`src/rtl/pulse_burst_gen_pkg.sv`:
```
// Shared constants and helpers for the pulse burst generator.
// Holds default timing parameters, FSM state encodings and the counter width helper.
package pulse_burst_gen_pkg;

    localparam int DEF_PERIOD    = 3;
    localparam int DEF_HIGH_CYC  = 2;
    localparam int DEF_BURST_NUM = 3;

    localparam logic [0:0] ST_IDLE = 1'b0;
    localparam logic [0:0] ST_RUN  = 1'b1;

    // Bits needed to hold 0..n-1, never less than one.
    function automatic int clog2_min1(input int n);
        return (n <= 2) ? 1 : $clog2(n);
    endfunction

endpackage

```
`src/rtl/gen_cnt.sv`:
```
// Generic add/end counter: counts 0..MAX-1 on add, wraps to 0, with synchronous clear.
// end_cnt flags the cycle in which the terminal value is reached while adding.
module gen_cnt
    import pulse_burst_gen_pkg::*;
#(
    parameter int MAX = 3,
    parameter int W   = clog2_min1(MAX)
) (
    input  logic         clk,
    input  logic         rst_n,
    input  logic         clr,
    input  logic         add,
    output logic [W-1:0] cnt,
    output logic         end_cnt
);

    localparam logic [W-1:0] LAST = W'(MAX - 1);

    logic [W-1:0] cnt_q;
    logic [W-1:0] cnt_d;

    assign end_cnt = add && (cnt_q == LAST);
    assign cnt     = cnt_q;

    // NOTE: default assignment first so every path drives cnt_d and no latch is inferred.
    always_comb begin
        cnt_d = cnt_q;
        if (clr) begin
            cnt_d = '0;
        end else if (end_cnt) begin
            cnt_d = '0;
        end else if (add) begin
            cnt_d = cnt_q + 1'b1;
        end
    end

    // NOTE: state updates use non-blocking assignments so all flops sample the same pre-edge values.
    always_ff @(posedge clk or negedge rst_n) begin
        if (!rst_n) begin
            cnt_q <= '0;
        end else begin
            cnt_q <= cnt_d;
        end
    end

endmodule

```
`src/rtl/pulse_burst_gen.sv`:
```
// Burst generator: on en, emits BURST_NUM pulses of HIGH_CYC high cycles every PERIOD cycles.
// stop aborts immediately; done pulses once after a burst finishes normally.
module pulse_burst_gen
    import pulse_burst_gen_pkg::*;
#(
    parameter int PERIOD    = DEF_PERIOD,
    parameter int HIGH_CYC  = DEF_HIGH_CYC,
    parameter int BURST_NUM = DEF_BURST_NUM,
    parameter int RETRIG    = 0,
    parameter int IDX_W     = clog2_min1(BURST_NUM)
) (
    input  logic             clk,
    input  logic             rst_n,
    input  logic             en,
    input  logic             stop,
    output logic             dout,
    output logic             busy,
    output logic             done,
    output logic [IDX_W-1:0] pulse_idx
);

    localparam int CNT0_W = clog2_min1(PERIOD);
    localparam logic [CNT0_W-1:0] HIGH_LIM = CNT0_W'(HIGH_CYC);

    if (PERIOD < 2) begin : g_bad_period
        $fatal(1, "pulse_burst_gen: PERIOD must be >= 2");
    end
    if (HIGH_CYC < 1 || HIGH_CYC >= PERIOD) begin : g_bad_high
        $fatal(1, "pulse_burst_gen: HIGH_CYC must satisfy 1 <= HIGH_CYC < PERIOD");
    end
    if (BURST_NUM < 1) begin : g_bad_burst
        $fatal(1, "pulse_burst_gen: BURST_NUM must be >= 1");
    end

    logic [0:0]        state_q, state_d;
    logic              dout_q, dout_d;
    logic              done_q, done_d;
    logic [CNT0_W-1:0] cnt0;
    logic [IDX_W-1:0]  cnt1;
    logic              end_cnt0;
    logic              end_cnt1;
    logic              restart;
    logic              cnt_clr;

    assign busy    = (state_q == ST_RUN);
    assign restart = busy && en && (RETRIG != 0);
    assign cnt_clr = stop || restart;

    gen_cnt #(.MAX(PERIOD), .W(CNT0_W)) u_cnt0 (
        .clk     (clk),
        .rst_n   (rst_n),
        .clr     (cnt_clr),
        .add     (busy),
        .cnt     (cnt0),
        .end_cnt (end_cnt0)
    );

    gen_cnt #(.MAX(BURST_NUM), .W(IDX_W)) u_cnt1 (
        .clk     (clk),
        .rst_n   (rst_n),
        .clr     (cnt_clr),
        .add     (end_cnt0),
        .cnt     (cnt1),
        .end_cnt (end_cnt1)
    );

    // en on the final cycle of a burst chains straight into the next one.
    always_comb begin
        state_d = state_q;
        case (state_q)
            ST_IDLE: if (en && !stop) state_d = ST_RUN;
            ST_RUN:  if (stop || (end_cnt1 && !en)) state_d = ST_IDLE;
            default: state_d = ST_IDLE;
        endcase
    end

    always_comb begin
        dout_d = busy && !stop && (cnt0 < HIGH_LIM);
        done_d = end_cnt1 && !stop;
    end

    always_ff @(posedge clk or negedge rst_n) begin
        if (!rst_n) begin
            state_q <= ST_IDLE;
            dout_q  <= 1'b0;
            done_q  <= 1'b0;
        end else begin
            state_q <= state_d;
            dout_q  <= dout_d;
            done_q  <= done_d;
        end
    end

    assign dout      = dout_q;
    assign done      = done_q;
    assign pulse_idx = cnt1;

endmodule

```
`config.mk`:
```
export PLATFORM = sky130hd
export DESIGN_NAME = pulse_burst_gen
export DESIGN_NICKNAME = d
export VERILOG_FILES = /design/src/rtl/pulse_burst_gen_pkg.sv /design/src/rtl/gen_cnt.sv /design/src/rtl/pulse_burst_gen.sv
export SDC_FILE = /design/constraint.sdc
export NUM_CORES = 1
export LEC_CHECK = 0
export CELL_PAD_IN_SITES_DETAIL_PLACEMENT = 2
export CELL_PAD_IN_SITES_GLOBAL_PLACEMENT = 2
export CORE_AREA = 2 2 39 41
export CTS_BUF_LIST = sky130_fd_sc_hd__clkbuf_16
export CTS_CLUSTER_DIAMETER = 80
export DETAILED_ROUTE_END_ITERATION = 8
export DIE_AREA = 0 0 41 43
export PLACE_DENSITY = 0.73
export SYNTH_ARGS = -nofsm -noshare
export SYNTH_HDL_FRONTEND = slang
export SYNTH_SLANG_ARGS = --single-unit
```
`constraint.sdc`:
```
create_clock -name clk -period 1.2 [get_ports clk]
set_input_delay 0.18 -clock clk [delete_from_list [all_inputs] [get_ports clk]]
set_output_delay 0.18 -clock clk [all_outputs]
set_load 0.02 [all_outputs]
```
Word level (Yosys, flattened, before mapping)
Index checks and enable logic that the tools add are counted.

storage, ports and cells
  word-level logic and storage cells = 32
  output and inout bits = 5
  register bits = 7
  input port bits = 4

operators by class
  reductions and logical operators = 12
  $lt $le $gt $ge = 1
  $add $sub $neg = 2
  bitwise gates (word level) = 1
  equality and inequality tests = 2
  multiplexer cells = 9

operators by type and width
  kind                 count
  $mux 2               6
  $logic_and 1x1->1    7
  $reduce_bool 3->1    2
  $add 2x1->2 const B  2
  $eq 2x2->1 const B   2
  $logic_not 1->1      2
  $lt 2x2->1 const B   1
  $mux 1               2
  $pmux 1 s2           1
  $logic_or 1x1->1     1
  $not 1->1            1

Longest topological paths before layout
  depth in word-level cells = 7
  depth in mapped cells = 2
  gate-level depth less buffers = 2

Modules after synthesis
A second synthesis with hierarchy kept.

second synthesis, totals
  cells, all modules = 26
  area, all modules = 305.3 µm²

modules (own cells, without submodules)
  module           instances  area each (µm²)  cells each
  gen_cnt          2          97.6             9
  pulse_burst_gen  1          110.1            8

Worst setup path after synthesis
Ideal clock, no wire load.

  kind = reg2reg
  from = register state_q, in the netlist busy
  to = register u_cnt1.cnt_q[0], in the netlist u_cnt1.cnt[0]
  cell stages (with the launch flop) = 3
  data arrival time = 1.038 ns
  setup time = 0.125 ns
  path buffers = 0
  path slack = 0.037 ns
  path through = dfrtp_1 > and3b_1 > mux2_4

between the ends
  word-level cells in the longest chain between the ends = 4

ends and longest elaborated chain
  what                    line                   text
  start, declared         pulse_burst_gen.sv:35  logic [0:0] state_q, state_d;
  start signal, assigned  pulse_burst_gen.sv:88  state_q <= state_d;
  $logic_and 1x1->1 (*)   gen_cnt.sv:22          assign end_cnt = add && (cnt_q == LAST);
  $logic_and 1x1->1       gen_cnt.sv:22
  $mux 2                  gen_cnt.sv:30          end else if (end_cnt) begin
  $mux 2                  gen_cnt.sv:28          if (clr) begin
  end signal, assigned    gen_cnt.sv:42          cnt_q <= cnt_d;
  end, declared           gen_cnt.sv:19          logic [W-1:0] cnt_q;

Every way passes the cells marked *; elsewhere a longest branch is shown, timed or not.
A chain may end at the register's enable or synchronous reset.

Worst setup path in the final report
Ends and elaborated chain as after synthesis.

==> summary.txt <==
Yosys
  • Post-synthesis cell type count: 15
  • Syn. warnings: 0
  • Synth Instances: 27
  • Post-Syn Area per Cell: roughly 12 um^2
  • Number of storage elements in the synthesis netlist: 7
  • Netlist area before placement: approximately 320 um^2
  • Sequential cell area fraction in the yosys report: 0.5490
  • Net count after synthesis: 31

Placement
  • Dpl cell area: ~460 um^2
  • Setup slack at placement: -0.1371 ns
  • Post-detailed-placement half-perimeter wirelength: approximately 630 um
  • Placed instance count: 56
  • Final estimated routing congestion in global placement: just over 0.7
  • Number of I/O port buffers: 8

Layout
  • Utilization of the core after routing: 0.3978
  • Fraction of final layout cells with drive strength greater than 1: 0.2826
  • Final instance area: around 550 um^2
  • Antenna diodes: 0
  • Area delta synth->final: 72.55%
  • Final cell count without fillers: 62
  • Fillers: 150
  • Net count of the finished layout: 51
  • Footprint of the multi-input gates: between 100 and 150 um^2
  • Register area: ~180 um^2

Worst setup path
  • Critical-path cell with the highest stage delay: sky130_fd_sc_hd__dfrtp_2
  • Startpoint type of the worst setup path: register
  • Start-to-end type of the worst setup path: register to register
  • Kind of cell adding the most delay to the critical path: flip-flops
  • Critical Path AT: around 1.3 ns
  • Sort of element at the end of the critical path: register
  • Start of the worst register-to-register path: busy$_DFF_PN0_
  • Logic depth of the worst register-to-register path: 3
  • Buffering stage count on the worst path with inverters included: 1
  • Critical path required time: around 1.3 ns
  • Capture point of the worst reg-to-reg path: u_cnt1.cnt[0]$_DFFE_PN0P_
  • Cell-by-cell listing of the critical path: buf_6 > and3b_2 > mux2_4
  • Reg2Reg Setup Slack: around 0.0098 ns
  • Maximum fanout along the worst path: 6
  • Largest stage delay on the critical path: 0.43 ns

Power and ir drop
  • Portion of total power attributed to combinational logic: 0.093
  • Proportion of power drawn by the clock network: 0.625
  • Switching power share of the total: 0.2023
  • Part of the total power dissipated in sequential elements: 0.282
  • Power per Cell Area: roughly 1700 nW/um^2
  • P_int: ~730 uW
  • Leakage power: between 0.2 and 0.3 nW
  • Maximum resistive drop on vdd: 1035 uV
  • Switching pwr: ~190 uW

Floorplan
  • Die width: between 40 and 50 um
  • Die footprint: 1763 um^2
  • Overall die height: approximately 43 um
  • Floorplan row count: 14
  • IO Pins: 9
  • Area of the core region: approximately 1400 um^2
  • Effective utilization at floorplan: 0.2306

Clock tree
  • Number of buffers between clock root and the deepest sink: 2
  • Clock edge transition at the registers on the reported setup and hold paths: 0.04 ns
  • Worst skew pair latency: 0.23 ns
  • Clk root buf: sky130_fd_sc_hd__clkbuf_16
  • TritonCTS clock tree: built
  • Clock Sink Count: 7
  • CTS HTree Levels: 1
  • CTS Buf Count: 3

Hold path
  • Worst min-delay path category: input pin to asynchronous set/reset pin

Routing
  • ANT nets after route: 0
  • Drt first pass iters: 2
  • Average detailed-routed wire length per instance: between 10 and 15 um
  • Residual DRC count: 0
  • Final WL: approximately 910 um
  • Vias per cell: roughly 4.5
  • Initial detailed-routing violation count: 1
  • Routed vias: 277

STA
  • Worst slew margin relative to its limit: 0.7728
  • Final worst clock skew: between 0.0004 and 0.0005 ns
  • Finish-stage setup viols: 0
  • Transition time at the pin with the least slew margin: between 0.3 and 0.4 ns
  • Number of max-slew violations in the final report: 0
  • F_max: roughly 840 MHz
  • Tightest hold margin: between 0.2 and 0.25 ns
  • Final hold violations: 0
  • Unrepaired setup endpoints after global routing: true
  • Minimum period implied by the final worst setup slack: approximately 1.2 ns
  • Final setup margin: around 0.01 ns
  • Final Cycle Share: 0.9919

Run
  • Max-cap check violation count: 0

GRT
  • Total congestion overflow: 0
  • GRT Util Overall: 0.1437
  • Pin count of the biggest net entering global routing: 9
  • Vias in the first global route: ~330
  • First-pass GRT wire length: about 1.6 mm
  • Number of antenna violations at the first check in global routing: 0

Status
  • Run status: completed
[flip-flops by register name, summed over array words and instances (netlist names)]
| signal | cells |
|---|---|
| dout | 1 |
| done | 1 |
| busy | 1 |
| u_cnt0.cnt | 2 |
| u_cnt1.cnt | 2 |
[through the flow]
stage | TNS (ns) | power (mW)
after floorplan | 0 | 0.2935
after global placement | -0.1393 | 0.3399
after detailed placement | -0.3241 | 0.3451
after CTS | 0 | 0.9181
after global routing | -0.02017 | 0.9453
final | 0 | 0.9188
[placed cells by master (no fill, tap or decap)]
| cell type | Yosys | final |
|---|---|---|
| sky130_fd_sc_hd__a21oi_1 | 2 | 2 |
| sky130_fd_sc_hd__inv_1 | 1 | 2 |
| sky130_fd_sc_hd__nor2b_1 | 1 | 1 |
| sky130_fd_sc_hd__a22o_1 | 1 | 1 |
| sky130_fd_sc_hd__dfrtp_1 | 7 | 6 |
| sky130_fd_sc_hd__buf_4 | 0 | 6 |
| sky130_fd_sc_hd__clkbuf_16 | 0 | 3 |
| sky130_fd_sc_hd__mux2i_1 | 1 | 1 |
| sky130_fd_sc_hd__nand3b_1 | 1 | 1 |
| sky130_fd_sc_hd__dlygate4sd2_1 | 0 | 5 |
| sky130_fd_sc_hd__and3b_2 | 0 | 1 |
| sky130_fd_sc_hd__dfrtp_2 | 0 | 1 |
| sky130_fd_sc_hd__nor3_1 | 1 | 1 |
| sky130_fd_sc_hd__nand4bb_1 | 1 | 1 |
| sky130_fd_sc_hd__buf_6 | 0 | 1 |
| sky130_fd_sc_hd__and2b_1 | 1 | 1 |
| sky130_fd_sc_hd__mux2_4 | 1 | 1 |
| sky130_fd_sc_hd__clkdlybuf4s50_1 | 0 | 3 |
| sky130_fd_sc_hd__or3b_1 | 2 | 2 |
| sky130_fd_sc_hd__nand2b_1 | 4 | 4 |
| sky130_fd_sc_hd__nor2_1 | 2 | 2 |
[worst max path at each step]
stage	cells after the start	startpoint	end
2_1_floorplan	2	busy$_DFF_PN0_	u_cnt1.cnt[0]$_DFFE_PN0P_
3_3_place_gp	3	stop	u_cnt1.cnt[1]$_DFFE_PN0P_
3_5_place_dp	3	stop	u_cnt1.cnt[1]$_DFFE_PN0P_
4_1_cts	3	busy$_DFF_PN0_	u_cnt1.cnt[0]$_DFFE_PN0P_
5_1_grt	3	busy$_DFF_PN0_	u_cnt1.cnt[0]$_DFFE_PN0P_
6_report	3	busy$_DFF_PN0_	u_cnt1.cnt[0]$_DFFE_PN0P_
[metal layers]
| metal | global-route usage | up-vias | wire length [um] |
|---|---|---|---|
| li1 | - | 130 | - |
| met2 | 0.1969 | 10 | 439 |
| met5 | 0 | - | 0 |
| met4 | 0.08000 | 0 | 14 |
| met3 | 0.06283 | 2 | 62 |
| met1 | 0.1815 | 135 | 390 |
[synth_stat cells]
cell,instances,area share
sky130_fd_sc_hd__dfrtp_1,7,0.55
sky130_fd_sc_hd__nor3_1,1,0.016
sky130_fd_sc_hd__nand4bb_1,1,0.035
sky130_fd_sc_hd__mux2_4,1,0.047
sky130_fd_sc_hd__nor2_1,2,0.024
sky130_fd_sc_hd__a22o_1,1,0.027
sky130_fd_sc_hd__nor2b_1,1,0.020
sky130_fd_sc_hd__nand2b_1,4,0.078
sky130_fd_sc_hd__and2b_1,1,0.024
sky130_fd_sc_hd__nand3b_1,1,0.024
sky130_fd_sc_hd__or3b_1,2,0.055
sky130_fd_sc_hd__a21oi_1,2,0.031
sky130_fd_sc_hd__mux2i_1,1,0.031
sky130_fd_sc_hd__and3b_1,1,0.027
sky130_fd_sc_hd__inv_1,1,0.012
[layout make-up]
| type | instances | area share |
|---|---|---|
| timing repair buffer | 15 | 0.2364 |
| tap | 16 | 0.03636 |
| clock inverter | 1 | 0.006818 |
| multi-input combinational | 19 | 0.2568 |
| sequential | 7 | 0.3205 |
| inverter | 1 | 0.006818 |
| clock buffer | 3 | 0.1364 |
[power by group through the flow]
| stage | Combinational (mW) | Sequential (mW) | Clock, mW |
|---|---|---|---|
| 6_report | 0.0859 | 0.259 | 0.574 |
| 5_1_grt | 0.0953 | 0.261 | 0.589 |
| 4_1_cts | 0.0835 | 0.259 | 0.575 |
| 3_5_place_dp | 0.0840 | 0.261 | 0 |
| 3_3_place_gp | 0.0802 | 0.260 | 0 |
| 2_1_floorplan | 0.0247 | 0.269 | 0 |
[kinds of logic after synthesis]
family / share of synthesized area
and+or+nand+nor: 0.3020
DFF: 0.5490
AOI/OAI and AO/OA: 0.05883
muxes: 0.07842
buffers and inverters: 0.01175
[repair_timing]
item,CTS,global route
hold buffers,0,0
setup buffers,1,1
hold endpoints to repair,0,0
endpoints found under the setup margin,6,1
gates resized for setup,8,0
No activity file was read; power rests on OpenSTA's default activity.
